[src/rtl/numeric_literal_parser_pkg.sv]
// Shared types and ASCII constants for the numeric literal parser.
// The SIGN state exists only when NUMLIT_SIGNED_EN is defined.
package numlit_pkg;

    typedef enum logic [2:0] {
        ST_IDLE   = 3'd0,
`ifdef NUMLIT_SIGNED_EN
        ST_SIGN   = 3'd1,
`endif
        ST_PREFIX = 3'd2,
        ST_DIGITS = 3'd3,
        ST_RETURN = 3'd4,
        ST_ERROR  = 3'd5
    } state_t;

    typedef enum logic [1:0] {
        RADIX_DEC = 2'd0,
        RADIX_HEX = 2'd1,
        RADIX_BIN = 2'd2
    } radix_t;

    typedef enum logic [1:0] {
        ERR_NONE     = 2'd0,
        ERR_BAD_CHAR = 2'd1,
        ERR_OVERFLOW = 2'd2,
        ERR_EMPTY    = 2'd3
    } err_code_t;

    localparam logic [7:0] ASCII_ZERO  = 8'h30;
    localparam logic [7:0] ASCII_ONE   = 8'h31;
    localparam logic [7:0] ASCII_NINE  = 8'h39;
    localparam logic [7:0] ASCII_X_LO  = 8'h78;
    localparam logic [7:0] ASCII_X_UP  = 8'h58;
    localparam logic [7:0] ASCII_B_LO  = 8'h62;
    localparam logic [7:0] ASCII_B_UP  = 8'h42;
    localparam logic [7:0] ASCII_MINUS = 8'h2D;
    localparam logic [7:0] ASCII_A_LO  = 8'h61;
    localparam logic [7:0] ASCII_F_LO  = 8'h66;
    localparam logic [7:0] ASCII_A_UP  = 8'h41;
    localparam logic [7:0] ASCII_F_UP  = 8'h46;

endpackage

[src/rtl/numeric_literal_parser_if.sv]
// Character-stream handshake and result bus of the numeric literal parser.
interface numeric_literal_parser_if #(
    parameter int unsigned WIDTH = 32
) ();
    logic             trigger_in;
    logic             char_valid_in;
    logic [7:0]       incoming_ascii;
    logic             busy_flag;
    logic             done_flag;
    logic             error_flag;
    logic [1:0]       err_code;
    logic [WIDTH-1:0] immediate;

    modport master (
        output trigger_in, char_valid_in, incoming_ascii,
        input  busy_flag, done_flag, error_flag, err_code, immediate
    );

    modport slave (
        input  trigger_in, char_valid_in, incoming_ascii,
        output busy_flag, done_flag, error_flag, err_code, immediate
    );
endinterface

[src/rtl/ascii_digit_decode.sv]
// Combinational ASCII-to-digit decoder for decimal, hex and binary radices.
module ascii_digit_decode
    import numlit_pkg::*;
(
    input  logic [7:0] ch,
    input  radix_t     radix,
    output logic [3:0] digit,
    output logic       is_digit
);
    logic [7:0] off_num_s;
    logic [7:0] off_lo_s;
    logic [7:0] off_up_s;
    logic       is_num_s;

    assign off_num_s = ch - ASCII_ZERO;
    assign off_lo_s  = ch - ASCII_A_LO;
    assign off_up_s  = ch - ASCII_A_UP;
    assign is_num_s  = (ch >= ASCII_ZERO) && (ch <= ASCII_NINE);

    // Digit value and legality for the selected radix
    always_comb begin
        digit    = 4'd0;
        is_digit = 1'b0;
        case (radix)
            RADIX_BIN: begin
                if ((ch == ASCII_ZERO) || (ch == ASCII_ONE)) begin
                    digit    = off_num_s[3:0];
                    is_digit = 1'b1;
                end else begin
                    is_digit = 1'b0;
                end
            end
            RADIX_HEX: begin
                if (is_num_s) begin
                    digit    = off_num_s[3:0];
                    is_digit = 1'b1;
                end else if ((ch >= ASCII_A_LO) && (ch <= ASCII_F_LO)) begin
                    digit    = off_lo_s[3:0] + 4'd10;
                    is_digit = 1'b1;
                end else if ((ch >= ASCII_A_UP) && (ch <= ASCII_F_UP)) begin
                    digit    = off_up_s[3:0] + 4'd10;
                    is_digit = 1'b1;
                end else begin
                    is_digit = 1'b0;
                end
            end
            default: begin
                if (is_num_s) begin
                    digit    = off_num_s[3:0];
                    is_digit = 1'b1;
                end else begin
                    is_digit = 1'b0;
                end
            end
        endcase
    end
endmodule

[src/rtl/numeric_literal_parser.sv]
// Parses a decimal / 0x-hex / 0b-binary ASCII literal into a WIDTH-bit immediate.
// Define NUMLIT_SIGNED_EN to accept a leading '-' (two's complement result).
module numeric_literal_parser
    import numlit_pkg::*;
#(
    parameter int unsigned WIDTH     = 32,
    parameter logic [7:0]  TERM_CHAR = 8'h27
) (
    input logic                     clk_in,
    input logic                     rst_in,
    numeric_literal_parser_if.slave bus
);
    state_t           state_r, state_nxt_s;
    radix_t           radix_r, radix_nxt_s;
    radix_t           dec_radix_s;
    err_code_t        code_r, code_nxt_s;
    logic [WIDTH-1:0] acc_r, acc_nxt_s;
    logic [WIDTH-1:0] imm_r, imm_nxt_s;
    logic [WIDTH-1:0] final_val_s;
    logic [WIDTH-1:0] first_acc_s;
    logic [WIDTH+3:0] acc_ext_s, dig_ext_s, sum_s;
    logic             have_dig_r, have_dig_nxt_s;
    logic             done_r, done_nxt_s;
    logic             error_r, error_nxt_s;
    logic             busy_r;
    logic             final_ovf_s;
    logic             sum_ovf_s;
    logic             dig_valid_s;
    logic             is_term_s;
    logic [3:0]       dig_s;
    logic [7:0]       ch_s;

    assign ch_s      = bus.incoming_ascii;
    assign is_term_s = (ch_s == TERM_CHAR);

    // Before the radix is known the first digit is always read as decimal
    assign dec_radix_s = (state_r == ST_DIGITS) ? radix_r : RADIX_DEC;

    ascii_digit_decode u_decode (
        .ch       (ch_s),
        .radix    (dec_radix_s),
        .digit    (dig_s),
        .is_digit (dig_valid_s)
    );

    assign acc_ext_s   = {4'b0000, acc_r};
    assign dig_ext_s   = {{WIDTH{1'b0}}, dig_s};
    assign first_acc_s = {{(WIDTH-4){1'b0}}, dig_s};
    assign sum_ovf_s   = |sum_s[WIDTH+3:WIDTH];

    // Accumulate one digit; four guard bits expose overflow
    always_comb begin
        sum_s = '0;
        case (radix_r)
            RADIX_HEX: sum_s = (acc_ext_s << 3'd4) + dig_ext_s;
            RADIX_BIN: sum_s = (acc_ext_s << 3'd1) + dig_ext_s;
            default:   sum_s = (acc_ext_s << 3'd3) + (acc_ext_s << 3'd1) + dig_ext_s;
        endcase
    end

`ifdef NUMLIT_SIGNED_EN
    localparam logic [WIDTH-1:0] NEG_MAG_MAX = {1'b1, {(WIDTH-1){1'b0}}};
    logic sign_r, sign_nxt_s;

    assign final_val_s = sign_r ? (~acc_r + {{(WIDTH-1){1'b0}}, 1'b1}) : acc_r;
    assign final_ovf_s = sign_r && (acc_r > NEG_MAG_MAX);
`else
    assign final_val_s = acc_r;
    assign final_ovf_s = 1'b0;
`endif

    // Next-state and result logic
    always_comb begin
        state_nxt_s    = state_r;
        radix_nxt_s    = radix_r;
        acc_nxt_s      = acc_r;
        imm_nxt_s      = imm_r;
        code_nxt_s     = code_r;
        have_dig_nxt_s = have_dig_r;
        done_nxt_s     = 1'b0;
        error_nxt_s    = 1'b0;
`ifdef NUMLIT_SIGNED_EN
        sign_nxt_s     = sign_r;
`endif
        case (state_r)
            ST_IDLE: begin
                if (bus.trigger_in) begin
                    code_nxt_s     = ERR_NONE;
                    acc_nxt_s      = '0;
                    radix_nxt_s    = RADIX_DEC;
                    have_dig_nxt_s = 1'b0;
`ifdef NUMLIT_SIGNED_EN
                    sign_nxt_s     = 1'b0;
`endif
                    if (ch_s == ASCII_ZERO) begin
                        state_nxt_s = ST_PREFIX;
                    end else if (dig_valid_s) begin
                        state_nxt_s    = ST_DIGITS;
                        acc_nxt_s      = first_acc_s;
                        have_dig_nxt_s = 1'b1;
                    end
`ifdef NUMLIT_SIGNED_EN
                    else if (ch_s == ASCII_MINUS) begin
                        state_nxt_s = ST_SIGN;
                        sign_nxt_s  = 1'b1;
                    end
`endif
                    else begin
                        state_nxt_s = ST_ERROR;
                        error_nxt_s = 1'b1;
                        code_nxt_s  = ERR_BAD_CHAR;
                    end
                end else begin
                    state_nxt_s = ST_IDLE;
                end
            end
`ifdef NUMLIT_SIGNED_EN
            ST_SIGN: begin
                if (!bus.char_valid_in) begin
                    state_nxt_s = ST_SIGN;
                end else if (ch_s == ASCII_ZERO) begin
                    state_nxt_s = ST_PREFIX;
                end else if (dig_valid_s) begin
                    state_nxt_s    = ST_DIGITS;
                    acc_nxt_s      = first_acc_s;
                    have_dig_nxt_s = 1'b1;
                end else begin
                    state_nxt_s = ST_ERROR;
                    error_nxt_s = 1'b1;
                    code_nxt_s  = ERR_BAD_CHAR;
                end
            end
`endif
            ST_PREFIX: begin
                if (!bus.char_valid_in) begin
                    state_nxt_s = ST_PREFIX;
                end else if ((ch_s == ASCII_X_LO) || (ch_s == ASCII_X_UP)) begin
                    state_nxt_s = ST_DIGITS;
                    radix_nxt_s = RADIX_HEX;
                end else if ((ch_s == ASCII_B_LO) || (ch_s == ASCII_B_UP)) begin
                    state_nxt_s = ST_DIGITS;
                    radix_nxt_s = RADIX_BIN;
                end else if (dig_valid_s) begin
                    state_nxt_s    = ST_DIGITS;
                    acc_nxt_s      = first_acc_s;
                    have_dig_nxt_s = 1'b1;
                end else if (is_term_s) begin
                    state_nxt_s = ST_RETURN;
                    done_nxt_s  = 1'b1;
                    imm_nxt_s   = final_val_s;
                end else begin
                    state_nxt_s = ST_ERROR;
                    error_nxt_s = 1'b1;
                    code_nxt_s  = ERR_BAD_CHAR;
                end
            end
            ST_DIGITS: begin
                if (!bus.char_valid_in) begin
                    state_nxt_s = ST_DIGITS;
                end else if (dig_valid_s) begin
                    if (sum_ovf_s) begin
                        state_nxt_s = ST_ERROR;
                        error_nxt_s = 1'b1;
                        code_nxt_s  = ERR_OVERFLOW;
                    end else begin
                        acc_nxt_s      = sum_s[WIDTH-1:0];
                        have_dig_nxt_s = 1'b1;
                    end
                end else if (is_term_s) begin
                    if (!have_dig_r) begin
                        state_nxt_s = ST_ERROR;
                        error_nxt_s = 1'b1;
                        code_nxt_s  = ERR_EMPTY;
                    end else if (final_ovf_s) begin
                        state_nxt_s = ST_ERROR;
                        error_nxt_s = 1'b1;
                        code_nxt_s  = ERR_OVERFLOW;
                    end else begin
                        state_nxt_s = ST_RETURN;
                        done_nxt_s  = 1'b1;
                        imm_nxt_s   = final_val_s;
                    end
                end else begin
                    state_nxt_s = ST_ERROR;
                    error_nxt_s = 1'b1;
                    code_nxt_s  = ERR_BAD_CHAR;
                end
            end
            ST_RETURN: state_nxt_s = ST_IDLE;
            ST_ERROR:  state_nxt_s = ST_IDLE;
            default:   state_nxt_s = ST_IDLE;
        endcase
    end

    // State, accumulator and registered outputs
    always_ff @(posedge clk_in or posedge rst_in) begin
        if (rst_in) begin
            state_r    <= ST_IDLE;
            radix_r    <= RADIX_DEC;
            acc_r      <= '0;
            imm_r      <= '0;
            code_r     <= ERR_NONE;
            have_dig_r <= 1'b0;
            done_r     <= 1'b0;
            error_r    <= 1'b0;
            busy_r     <= 1'b0;
`ifdef NUMLIT_SIGNED_EN
            sign_r     <= 1'b0;
`endif
        end else begin
            state_r    <= state_nxt_s;
            radix_r    <= radix_nxt_s;
            acc_r      <= acc_nxt_s;
            imm_r      <= imm_nxt_s;
            code_r     <= code_nxt_s;
            have_dig_r <= have_dig_nxt_s;
            done_r     <= done_nxt_s;
            error_r    <= error_nxt_s;
            busy_r     <= (state_nxt_s != ST_IDLE);
`ifdef NUMLIT_SIGNED_EN
            sign_r     <= sign_nxt_s;
`endif
        end
    end

    assign bus.busy_flag  = busy_r;
    assign bus.done_flag  = done_r;
    assign bus.error_flag = error_r;
    assign bus.err_code   = code_r;
    assign bus.immediate  = imm_r;
endmodule
[src/flat_wrapper.sv]
// flat-port wrapper written by rule: the top's interface ports become plain ports
module numeric_literal_parser_flat import numlit_pkg::*;
#(
    parameter int unsigned WIDTH     = 32,
    parameter logic [7:0]  TERM_CHAR = 8'h27
)
  (clk_in, rst_in, bus_trigger_in, bus_char_valid_in, bus_incoming_ascii, bus_busy_flag, bus_done_flag, bus_error_flag, bus_err_code, bus_immediate);
  numeric_literal_parser_if #(.WIDTH(WIDTH)) bus_i ();
  input logic clk_in;
  input logic rst_in;
  input wire logic [$bits(bus_i.trigger_in)-1:0] bus_trigger_in;
  input wire logic [$bits(bus_i.char_valid_in)-1:0] bus_char_valid_in;
  input wire logic [$bits(bus_i.incoming_ascii)-1:0] bus_incoming_ascii;
  output wire logic [$bits(bus_i.busy_flag)-1:0] bus_busy_flag;
  output wire logic [$bits(bus_i.done_flag)-1:0] bus_done_flag;
  output wire logic [$bits(bus_i.error_flag)-1:0] bus_error_flag;
  output wire logic [$bits(bus_i.err_code)-1:0] bus_err_code;
  output wire logic [$bits(bus_i.immediate)-1:0] bus_immediate;
  assign bus_i.trigger_in = bus_trigger_in;
  assign bus_i.char_valid_in = bus_char_valid_in;
  assign bus_i.incoming_ascii = bus_incoming_ascii;
  assign bus_busy_flag = bus_i.busy_flag;
  assign bus_done_flag = bus_i.done_flag;
  assign bus_error_flag = bus_i.error_flag;
  assign bus_err_code = bus_i.err_code;
  assign bus_immediate = bus_i.immediate;
  numeric_literal_parser #(.WIDTH(WIDTH), .TERM_CHAR(TERM_CHAR)) u_core (.clk_in(clk_in), .rst_in(rst_in), .bus(bus_i));
endmodule
[config.mk]
export PLATFORM = sky130hd
export DESIGN_NAME = numeric_literal_parser_flat
export DESIGN_NICKNAME = d
export VERILOG_FILES = /design/src/rtl/numeric_literal_parser_pkg.sv /design/src/rtl/numeric_literal_parser_if.sv /design/src/rtl/ascii_digit_decode.sv /design/src/rtl/numeric_literal_parser.sv /design/src/flat_wrapper.sv
export SDC_FILE = /design/constraint.sdc
export NUM_CORES = 1
export LEC_CHECK = 0
export ABC_CLOCK_PERIOD_IN_PS = 6700
export BUFFER_PORTS_ARGS = -buffer_cell sky130_fd_sc_hd__buf_2
export CAP_MARGIN = 10
export CORE_UTILIZATION = 40
export CTS_CLUSTER_DIAMETER = 150
export DETAILED_ROUTE_END_ITERATION = 10
export PLACE_DENSITY_LB_ADDON = 0.2
export SETUP_SLACK_MARGIN = 0.5
export SLEW_MARGIN = 10
export SYNTH_ARGS = -nofsm -noshare
export SYNTH_HDL_FRONTEND = slang
export SYNTH_SLANG_ARGS = --single-unit
[constraint.sdc]
create_clock -name clk_in -period 6.7 [get_ports clk_in]
set_clock_uncertainty 0.05 [all_clocks]
set_input_delay 0.335 -clock clk_in [delete_from_list [all_inputs] [get_ports clk_in]]
set_output_delay 0.335 -clock clk_in [all_outputs]
set_load 0.03 [all_outputs]
Word-level counts from Yosys, hierarchy flattened
Cells that the tools add are included.

operators by class
  mux-type cells = 103
  order comparisons = 6
  $add $sub $neg = 9
  eq/ne operators = 30
  reduce and logical (&&, ||, !) cells = 16

operator list
  kind                 count
  $mux 32              18
  $pmux 32 s3          1
  $add 36x4->36        2
  $pmux 36 s2          1
  $pmux 32 s2          1
  $mux 1               41
  $add 35x33->36       1
  $add 33x4->34        1
  $mux 2               17
  $eq 8x7->1 const B   4
  $mux 3               10
  $eq 8x6->1 const B   3
  $mux 4               6
  $reduce_and 10->1    2
  $ne 2x2->1 const B   9
  $ge 8x7->1 const B   2
  $le 8x7->1 const B   2
  $sub 4x1->4 const B  3
  $ne 2x1->1 const B   5
  $pmux 3 s3           1
  $reduce_and 9->1     1
  $add 4x4->4 const B  2
  $ge 8x6->1 const B   1
  $le 8x6->1 const B   1
  other kinds (18)     29

word-level totals
  logic and storage cells = 173
  output and inout bits = 37
  bits in registers = 75

Longest topological paths before layout
  depth in word-level cells = 14
  depth in mapped cells = 23
  mapped depth without buffers = 20

Hierarchy
Synthesis repeated with hierarchy kept, for this count alone.

unflattened totals
  cell total of the unflattened synthesis = 830
  area total of the unflattened synthesis = 6974.2 µm²

modules (own cells, without submodules)
  module                  times used  area each (µm²)  cells an instance
  numeric_literal_parser  1           6623.9           786
  ascii_digit_decode      1           350.3            44

Worst setup path before layout
OpenSTA, ideal clock, no wires.

  path type = reg-to-reg
  from = register u_core.state_r[2]
  to = register u_core.acc_r[0]
  arrival time = 5.401 ns
  cell stages (with the launch flop) = 22
  path slack = 1.124 ns
  path buffers = 3
  library setup time = 0.125 ns
  clock period less this slack = 5.576 ns
  cell sequence = dfrtp_1 > nor2b_1 > and2_1 > clkbuf_1 > nand2_1 > ha_1 > clkbuf_1 > o21ai_0 > a22oi_1 > o21ai_0 > fa_1 > fa_1 > a21o_1 > a221oi_2 > o21ai_1 > o311ai_1 > a21boi_0 > o2111a_1 > a31oi_4 > a21bo_4 > buf_6 > mux2_4

on the way
  word-level cells in the longest chain between the ends = 10

RTL lines
  element                                          RTL line                                                    source
  from (decl)                                      numeric_literal_parser.sv:13                                state_t state_r, state_nxt_s;
  from (signal assigned)                           numeric_literal_parser.sv:211                               state_r <= state_nxt_s;
  $eq 3x2->1                                       numeric_literal_parser.sv:37, numeric_literal_parser.sv:85
  $mux 2                                           numeric_literal_parser.sv:37                                assign dec_radix_s = (state_r == ST_DIGITS) ? radix_r : RADIX_DEC;
  $eq 2x1->1 / $eq 2x2->1 (equally long branches)  ascii_digit_decode.sv:24                                    case (radix)
  $pmux 4 s2                                       ascii_digit_decode.sv:24
  $add 36x4->36, or another cell as far along      numeric_literal_parser.sv:57                                default: sum_s = (acc_ext_s << 3'd3) + (acc_ext_s << 3'd1) + dig_ext_s;
  $pmux 36 s2                                      numeric_literal_parser.sv:54                                case (radix_r)
  $mux 32                                          numeric_literal_parser.sv:161                               if (sum_ovf_s) begin
  $mux 32                                          numeric_literal_parser.sv:160                               end else if (dig_valid_s) begin
  $mux 32                                          numeric_literal_parser.sv:158                               if (!bus.char_valid_in) begin
  $pmux 32 s3                                      numeric_literal_parser.sv:85                                case (state_r)
  to (signal assigned)                             numeric_literal_parser.sv:213                               acc_r <= acc_nxt_s;
  to (decl)                                        numeric_literal_parser.sv:17                                logic [WIDTH-1:0] acc_r, acc_nxt_s;

Several ways; a longest one is shown, not always the timed one. The select of a mux whose other input is x is not followed.
A chain may end at the register's enable or synchronous reset.

Final worst setup path
  from = register u_core.state_r[2]
  to = register u_core.acc_r[28]

Same word-level chain as after synthesis.

==> impl_metrics.json <==
{
  "post-route-period-util": 0.8760,
  "clock_sinks": 75,
  "fin_nets": 886,
  "vias": 6211,
  "critPathArrivalTime_ns": 6.05,
  "ys_types": 75,
  "antennaDiodeCount": 0,
  "cp_cell_sequence": "nor2b_2 -> and2_1 -> nand2_1 -> ha_1 -> o21ai_0 -> a22oi_1 -> o21ai_1 -> fa_1 -> fa_1 -> a21o_1 -> a221oi_2 -> o21ai_1 -> o311ai_1 -> a21boi_0 -> o2111a_1 -> a31oi_4 -> a21bo_4 -> mux2_2",
  "crit_path_start": "u_core.state_r[2]",
  "syn_avg_cell_area_um2": 8.969,
  "yosysWarnings": 0,
  "grt.total_usage": 0.2241,
  "critical_path_class": "reg -> reg",
  "antenna_found_initial": 0,
  "synth-seq-cells": 75,
  "fp.coreArea_um2": 16700,
  "insertion_delay_ns": 0.35,
  "slew_viol_final": 0,
  "async_reset_ff_frac": 1.000,
  "endpoint": "u_core.acc_r[28]",
  "power.density_nw_per_um2": 140.4,
  "cp-end-kind": "register",
  "worst_pin_slew_ns": 0.9770,
  "fin_tns_setup_ns": 0,
  "cts_inserted_buffers": 9,
  "gp_congestion": 0.9068,
  "place_area_um2": 7311,
  "ctsHtreeMaxLevel": 3,
  "cts_root_buf": "clkbuf_16",
  "slowest_delay_ns": 0.54,
  "detail-route-antenna-nets": 0,
  "initial_core_util": 0.4114,
  "grt_pass1_wl_um": 31700,
  "drc_errors": 0,
  "worstSetupStartpointType": "register",
  "grt_overflow": 0,
  "maxCapViolations": 0,
  "r2r-start": "u_core.state_r[2]",
  "clkTransAtPathRegs_ns": 0.06,
  "place_hpwl_um": 13690,
  "ctsLongestPathBuffers": 2,
  "layout-drive-gt1-share": 0.1644,
  "finalHoldViolCount": 0,
  "postCtsSetupRepairBufs": 0,
  "final_common_cell": "dfrtp_1",
  "die_x_um": 133.1,
  "synth_cells": 766,
  "hold_path_class": "in -> async",
  "synth_edf_count": 0,
  "grt_max_degree": 76,
  "yosys-top-cells-area": "dfrtp_1, ha_1, mux2_2",
  "first_iter_violations": 426,
  "dr.pass1.iters": 5,
  "synth_area_um2": 6870,
  "fmax_mhz": 170.4,
  "die_y_um": 133.1,
  "grt_pass1_vias": 6115,
  "critical-path-slowest-cell": "fa_1",
  "io_buffers": 48,
  "yosysTopAreaCell": "dfrtp_1",
  "die_area_um2": 17700,
  "fin_area_um2": 7642,
  "fillers": 1691,
  "reg2reg_to": "u_core.acc_r[28]",
  "cts_tree": "built",
  "grt_setup_unrepaired": "no",
  "synth_ff_type": "dfrtp_1",
  "cp_max_fo": 11,
  "post-route-util": 0.4576,
  "wl_um": 19300,
  "vias_per_cell": 6.071,
  "wl_per_cell_um": 18.86,
  "slew_headroom": 0.3487,
  "period_needed_ns": 5.869,
  "syn_to_final_growth_pct": 11.24,
  "ys_seq_area_frac": 0.2732,
  "pin_count": 49,
  "rows": 47,
  "yosys.area.top_type_share": 0.2732,
  "setup_viol": 0,
  "irDropWorstVdd_uv": 118.1,
  "rrSetupSlack_ns": 0.83,
  "p_leak_uw": 0.003718,
  "reg2reg_depth": 18,
  "final_cell_mix": "dfrtp_1, ha_1, a21oi_1, nand2_1, buf_2",
  "status": "complete, no violations",
  "syn-num-nets": 854,
  "worstPathRequired_ns": 6.88
}
-- what timing repair did --
action | 4_1_cts | 5_1_grt
hold buffers | 0 | 0
endpoints found under the hold margin | 0 | 0
gates resized for setup | 0 | 3
endpoints found under the setup margin | 0 | 33
-- through the flow --
stage	power (uW)	std cells	worst slack, ns	hold WS (ns)
2_1_floorplan	536.0	766	1.124	0.4473
3_3_place_gp	561.9	1006	0.8437	0.4338
3_5_place_dp	563.6	1006	0.5822	0.4402
4_1_cts	1082	1022	0.5433	0.2600
5_1_grt	1112	1023	0.4982	0.2896
6_report	1073	1023	0.8308	0.2338
-- critical path, delay by kind of cell, from the launching register on --
family | cells | cell delay (ns)
AO/OA/AOI/OAI | 11 | 2.99
flip-flops | 1 | 0.40
adder cells (fa/ha/maj) | 3 | 1.44
multiplexers | 1 | 0.37
AND/OR/NAND/NOR | 3 | 0.50
-- cell usage after synthesis (5+ instances only) --
cell and count:
dfrtp_1 75, xor2_1 24, o22ai_1 5, a211oi_1 7, o31ai_1 5, a22o_1 24
a22oi_1 7, a221oi_1 22, inv_1 25, o211ai_1 8, and4_1 6, mux2_2 35
nor2b_1 10, nand3_1 26, o21a_1 7, xnor2_1 28, nand2_1 53, a21oi_1 71
ha_1 73, nor2_1 44, a21o_1 11, o21bai_1 5, clkbuf_1 28, and3_1 11
nor3_1 11, buf_2 10, a31oi_1 6, a31o_2 5, nand2b_1 9, nand4_1 11
o21ai_0 34
-- cells by family after synthesis --
group	count (synthesis)	share of synthesized area
flip-flops	75	0.2732
multiplexers	41	0.06902
AND/OR/NAND/NOR	208	0.1583
AO/OA/AOI/OAI	250	0.2537
XOR/XNOR	52	0.06629
adder cells (fa/ha/maj)	76	0.1417
buffers and inverters	64	0.03788
-- how the worst min path moves through the flow --
| stage | slack, ns | cells past startpoint | startpoint | endpoint |
|---|---|---|---|---|
| final | 0.23 | 3 | rst_in | u_core.bus.immediate[28] |
| after global routing | 0.29 | 3 | bus_incoming_ascii[4] | u_core.radix_r[0] |
| after CTS | 0.26 | 3 | bus_incoming_ascii[4] | u_core.radix_r[0] |
| after detailed placement | 0.44 | 1 | u_core.bus.immediate[21] | u_core.bus.immediate[21] |
| after global placement | 0.43 | 1 | u_core.bus.immediate[22] | u_core.bus.immediate[22] |
| after floorplan | 0.45 | 2 | u_core.radix_r[0] | u_core.radix_r[0] |
-- sequential cells by signal (all words and copies together) (netlist names) --
register               flops
u_core.radix_r             2
u_core.bus.error_flag      1
u_core.bus.err_code        2
u_core.acc_r              32
u_core.have_dig_r          1
u_core.bus.immediate      32
u_core.bus.busy_flag       1
u_core.state_r             3
u_core.bus.done_flag       1
-- per-layer routing --
| metal | GRT usage | vias up | wire [um] |
|---|---|---|---|
| met5 | 0 | - | 0 |
| met4 | 0.08046 | 0 | 423 |
| met3 | 0.03678 | 35 | 761 |
| met1 | 0.2971 | 3053 | 9032 |
| li1 | - | 2971 | - |
| met2 | 0.3665 | 152 | 9079 |
-- area by class of cell --
type | instances | area (um^2) | share of cell area
inverter | 25 | 95.09 | 0.01244
timing repair buffer | 59 | 322.8 | 0.04224
clock buffer | 12 | 266.5 | 0.03487
tap | 220 | 275.3 | 0.03602
clock inverter | 4 | 47.55 | 0.006221
sequential | 75 | 1877 | 0.2456
multi-input combinational | 628 | 4758 | 0.6226
-- power by group --
| part | internal, uW | switching (uW) |
|---|---|---|
| Clock | 318 | 197 |
| Sequential | 459 | 9.25 |
| Combinational | 27.9 | 62.0 |
| Total | 805 | 268 |
No activity file was read; power rests on OpenSTA's default activity.
